File: config.mk
export PLATFORM = sky130hd
export DESIGN_NAME = regfile_write_arbiter
export DESIGN_NICKNAME = d
export VERILOG_FILES = /design/src/rtl/regfile_write_arbiter.sv
export SDC_FILE = /design/constraint.sdc
export NUM_CORES = 1
export LEC_CHECK = 0
export ABC_AREA = 1
export BUFFER_PORTS_ARGS = -buffer_cell sky130_fd_sc_hd__buf_2
export CAP_MARGIN = 20
export CORE_MARGIN = 2
export CORE_UTILIZATION = 25
export DETAILED_ROUTE_END_ITERATION = 8
export PLACE_DENSITY = 0.52
export SLEW_MARGIN = 20
export SYNTH_ARGS = -nofsm -noshare
export SYNTH_HDL_FRONTEND = slang
export SYNTH_SLANG_ARGS = --single-unit
File: constraint.sdc
create_clock -name clk -period 3.25 [get_ports clk]
set_input_delay 0.65 -clock clk [delete_from_list [all_inputs] [get_ports clk]]
set_output_delay 0.65 -clock clk [all_outputs]
set_load 0.01 [all_outputs]
File: src/rtl/regfile_write_arbiter.sv
// Round-robin arbiter sharing the register file write port between ALU (A) and load return (M).
// Optional R0_WRITE_PROTECT_EN: writes to register 0 keep timing but never strobe load_enable.
module regfile_write_arbiter #(
  parameter int unsigned DATA_WIDTH = 32
) (
  input  logic                  clk,
  input  logic                  reset_n,
  input  logic                  a_valid,
  input  logic [3:0]            a_dest,
  input  logic [DATA_WIDTH-1:0] a_data,
  output logic                  a_ready,
  input  logic                  m_valid,
  input  logic [3:0]            m_dest,
  input  logic [DATA_WIDTH-1:0] m_data,
  output logic                  m_ready,
  output logic [3:0]            decoder_control,
  output logic                  load_enable,
  output logic [DATA_WIDTH-1:0] write_data,
  output logic                  busy
);

  localparam int unsigned DEST_W = 4;

  typedef enum logic [1:0] {
    IDLE   = 2'd0,
    SETUP  = 2'd1,
    STROBE = 2'd2
  } state_e;

  state_e                state_q, state_d;
  logic                  ptr_q, ptr_d;  // 0: A has priority, 1: M has priority
  logic [DEST_W-1:0]     ctrl_q, ctrl_d;
  logic [DATA_WIDTH-1:0] data_q, data_d;
  logic                  le_q, le_d;
  logic                  busy_q, busy_d;

  logic can_accept;
  logic grant_a;
  logic grant_m;
  logic strobe_allowed;

  // Handshake and round-robin grant; nothing is accepted while reset is asserted
  always_comb begin
    can_accept = reset_n && ((state_q == IDLE) || (state_q == STROBE));
    grant_a    = can_accept && a_valid && (!m_valid || !ptr_q);
    grant_m    = can_accept && m_valid && (!a_valid || ptr_q);
  end

  assign a_ready = grant_a;
  assign m_ready = grant_m;

`ifdef R0_WRITE_PROTECT_EN
  assign strobe_allowed = (ctrl_q != DEST_W'(0));
`else
  assign strobe_allowed = 1'b1;
`endif

  // Next-state, latch and registered-output logic
  always_comb begin
    state_d = state_q;
    ptr_d   = ptr_q;
    ctrl_d  = ctrl_q;
    data_d  = data_q;
    le_d    = 1'b0;
    busy_d  = 1'b0;

    unique case (state_q)
      IDLE:    if (grant_a || grant_m) state_d = SETUP;
      SETUP:   state_d = STROBE;
      STROBE:  state_d = (grant_a || grant_m) ? SETUP : IDLE;
      default: state_d = IDLE;
    endcase

    if (grant_a) begin
      ctrl_d = a_dest;
      data_d = a_data;
    end else if (grant_m) begin
      ctrl_d = m_dest;
      data_d = m_data;
    end

    // Pointer only moves when both requesters competed for the grant
    if (can_accept && a_valid && m_valid) ptr_d = ~ptr_q;

    le_d   = (state_d == STROBE) && strobe_allowed;
    busy_d = (state_d != IDLE);
  end

  always_ff @(posedge clk) begin
    if (!reset_n) begin
      state_q <= IDLE;
      ptr_q   <= 1'b0;
      ctrl_q  <= '0;
      data_q  <= '0;
      le_q    <= 1'b0;
      busy_q  <= 1'b0;
    end else begin
      state_q <= state_d;
      ptr_q   <= ptr_d;
      ctrl_q  <= ctrl_d;
      data_q  <= data_d;
      le_q    <= le_d;
      busy_q  <= busy_d;
    end
  end

  assign decoder_control = ctrl_q;
  assign write_data      = data_q;
  assign load_enable     = le_q;
  assign busy            = busy_q;

endmodule

==> impl_metrics.env <==
export IMPL_crit_type="in2out"
export IMPL_std_cell_rows=35
export IMPL_yosys_warnings=0
export IMPL_gp_congestion=0.732
export IMPL_yosysTopAreaCell="dfxtp_1"
export IMPL_grt_busiest_layer="met2"
export IMPL_setup_viol=0
export IMPL_met1_usage_pct=15.9
export IMPL_crit_buf_inv=6
export IMPL_grt_pass1_wl_um=10600
export IMPL_leakage_nw=1.94
export IMPL_ys_ff_latch=40
export IMPL_syn_area_um2=2400
export IMPL_layout_drive_gt1_share_pct=26.2
export IMPL_maxCapViolations=0
export IMPL_startpoint_type="input port"
export IMPL_h_tree_depth=2
export IMPL_max_stage_delay_ns=0.35
export IMPL_synth_top_family_by_area="simple AND/OR/NAND/NOR gates"
export IMPL_coreArea_um2=9280
export IMPL_postSynthCellCount=408
export IMPL_worst_pin_slew_ns=0.630
export IMPL_synth_compound_area_share_pct=0.989
export IMPL_syn_avg_cell_area_um2=5.89
export IMPL_drt_iter0_markers=77
export IMPL_antenna_cells=0
export IMPL_layout_common_cells="nand2_1 (147), buf_2 (115), inv_1 (82), dfxtp_1 (40)"
export IMPL_drc=0
export IMPL_grt_use_met3_pct=3.15
export IMPL_final_hold_violation_count=0
export IMPL_synthTopCellsByArea="dfxtp_1 (33%), nand2_1 (23%), inv_1 (13%)"
export IMPL_clock_fmax_ghz=0.419
export IMPL_cts_hold_buf=0
export IMPL_grt_util_met2_pct=21.9
export IMPL_syn_to_final_growth_pct=30.5
export IMPL_post_cts_setup_buffer_count=0
export IMPL_synthMuxAreaShare_pct=0
export IMPL_die_w_um=102
export IMPL_peakVddDrop_uv=143
export IMPL_postLayoutCoreUtil_pct=33.8
export IMPL_crit_chain="buf_2 -> inv_2 -> nor2_4 -> buf_4 -> nand3_2 -> buf_4 -> inv_1 -> buf_2"
export IMPL_die_h_um=102
export IMPL_cts_tree="built"
export IMPL_cp_max_fo=37
export IMPL_grt_overflow_total=0
export IMPL_fin_crit_ns=2.38
export IMPL_critical_path_top_delay_family="buffers and inverters"
export IMPL_ys_seq_area_share_pct=33.3
export IMPL_yosys_area_share_simple_pct=41.6
export IMPL_outcome="completed"
export IMPL_clock_path_buffers=2
export IMPL_rsz0062_at_grt="false"
export IMPL_routed_wl_um=6620
export IMPL_cts_resized=0
export IMPL_worstPathRequired_ns=2.60
export IMPL_cts_root_buf="clkbuf_8"
export IMPL_drt_pass1_iterations=5
export IMPL_crit_arrival_ns=1.73
export IMPL_crit_slowest_cell="buf_4"
export IMPL_grt_pass1_vias=2349
export IMPL_slew_violations=0
export IMPL_layout_nets=587
export IMPL_grt_max_degree=41
export IMPL_initial_core_util_pct=25.9
export IMPL_fin_crit_sh_pct=73.4
export IMPL_worstSetupEndpointType="primary output"
export IMPL_ios=116
export IMPL_vias=2623
export IMPL_clk_pin_slew_ns=0.08
export IMPL_clock_latency_ns=0.29
export IMPL_cts_sinks=40
export IMPL_place_port_buffers=115
export IMPL_dieArea_um2=10400
export IMPL_dp_hpwl_um=4600
export IMPL_antenna_found_initial=0
export IMPL_layout_commonest_cell="nand2_1"
export IMPL_fillers=1075
export IMPL_synthAdderAreaFrac_pct=0
export IMPL_drt_wirelength_per_cell_um=10.3
export IMPL_relSlewSlack_pct=57.9
export IMPL_synth_top_area_share_pct=33.3
export IMPL_synth_distinct_cells=20
export IMPL_fin_tns_setup_ns=0
export IMPL_ant_nets=0
export IMPL_holdCritPathClass="reg2reg"
export IMPL_cts_buffers=5
export IMPL_worst_clock_skew_ns=0.00730
export IMPL_synth_xor_area_share_pct=0
export IMPL_gr_usage_all_layers_pct=12.7
export IMPL_power_density_nw_per_um2=389
export IMPL_vias_per_cell=4.09
export IMPL_synth_nets=484
cell families after synthesis:
kind of cell           after synthesis
AOI/OAI and AO/OA                    4
DFF                                 40
buffers and inverters              139
and+or+nand+nor                    225
routing by layer:
metal / vias up / part of all wire, %
li1: 1408 / -
met1: 1120 / 45
met2: 88 / 47
met3: 7 / 7.6
met4: 0 / 0.80
met5: - / 0
worst reg2reg max path: cells and delay by family (launching register included):
kind | cells | cell delay [ns]
buffers and inverters | 3 | 0.75
AND/OR/NAND/NOR | 3 | 0.38
AO/OA/AOI/OAI | 1 | 0.09
flip-flops | 1 | 0.34
metrics by stage:
step	worst slack (ns)	hold WS, ns	instance area (um2)	cells	total power, mW
after floorplan	1.08	0.464	2400	408	0.769
after global placement	0.852	0.481	3050	633	0.878
after detailed placement	0.837	0.486	3050	633	0.884
after CTS	0.840	0.499	3140	641	1.25
after global routing	0.768	0.506	3140	641	1.32
final	0.865	0.496	3140	641	1.22
cells in the mapped netlist:
| cell | n |
|---|---|
| nand3_1 | 37 |
| buf_1 | 3 |
| nand2_2 | 1 |
| clkinv_1 | 29 |
| clkbuf_1 | 5 |
| clkbuf_2 | 1 |
| nand2_1 | 147 |
| nand3_2 | 1 |
| o21ai_2 | 1 |
| nor2_1 | 1 |
| nor2_4 | 1 |
| inv_1 | 82 |
| inv_2 | 2 |
| o21ai_0 | 1 |
| a21oi_1 | 2 |
| dfxtp_1 | 40 |
| buf_4 | 4 |
| nand4_1 | 37 |
| buf_2 | 9 |
| buf_6 | 4 |
cell type report:
type	count	area, um2	area share [%]
Clock buffer	8	90.1	2.87
Inverter	113	424	13.5
Multi-Input combinational cell	229	1030	32.9
Sequential cell	40	801	25.5
Tap cell	129	161	5.15
Timing Repair Buffer	122	628	20.0
registers in the layout (all words and copies together), names as in the netlist:
register,count
state_q,2
write_data,32
ptr_q,1
busy,1
decoder_control,4
worst paths after layout:
kind                         startpoint                         endpoint  slack (ns)  cells past startpoint
setup / recovery                reset_n                          a_ready        0.87                      8
hold / removal    state_q[0]$_SDFF_PN0_            state_q[1]$_SDFF_PN0_        0.50                      2
setup reg to reg  state_q[0]$_SDFF_PN0_  decoder_control[1]$_SDFFE_PN0P_        1.60                      7
hold reg to reg   state_q[0]$_SDFF_PN0_            state_q[1]$_SDFF_PN0_        0.50                      2
where the power goes:
| part | total (mW) | switching [mW] | internal, mW |
|---|---|---|---|
| clock network | 0.354 | 0.180 | 0.174 |
| logic | 0.315 | 0.186 | 0.129 |
| registers | 0.552 | 0.0200 | 0.532 |
| total | 1.22 | 0.386 | 0.835 |
(Power assumes the default switching activity.)
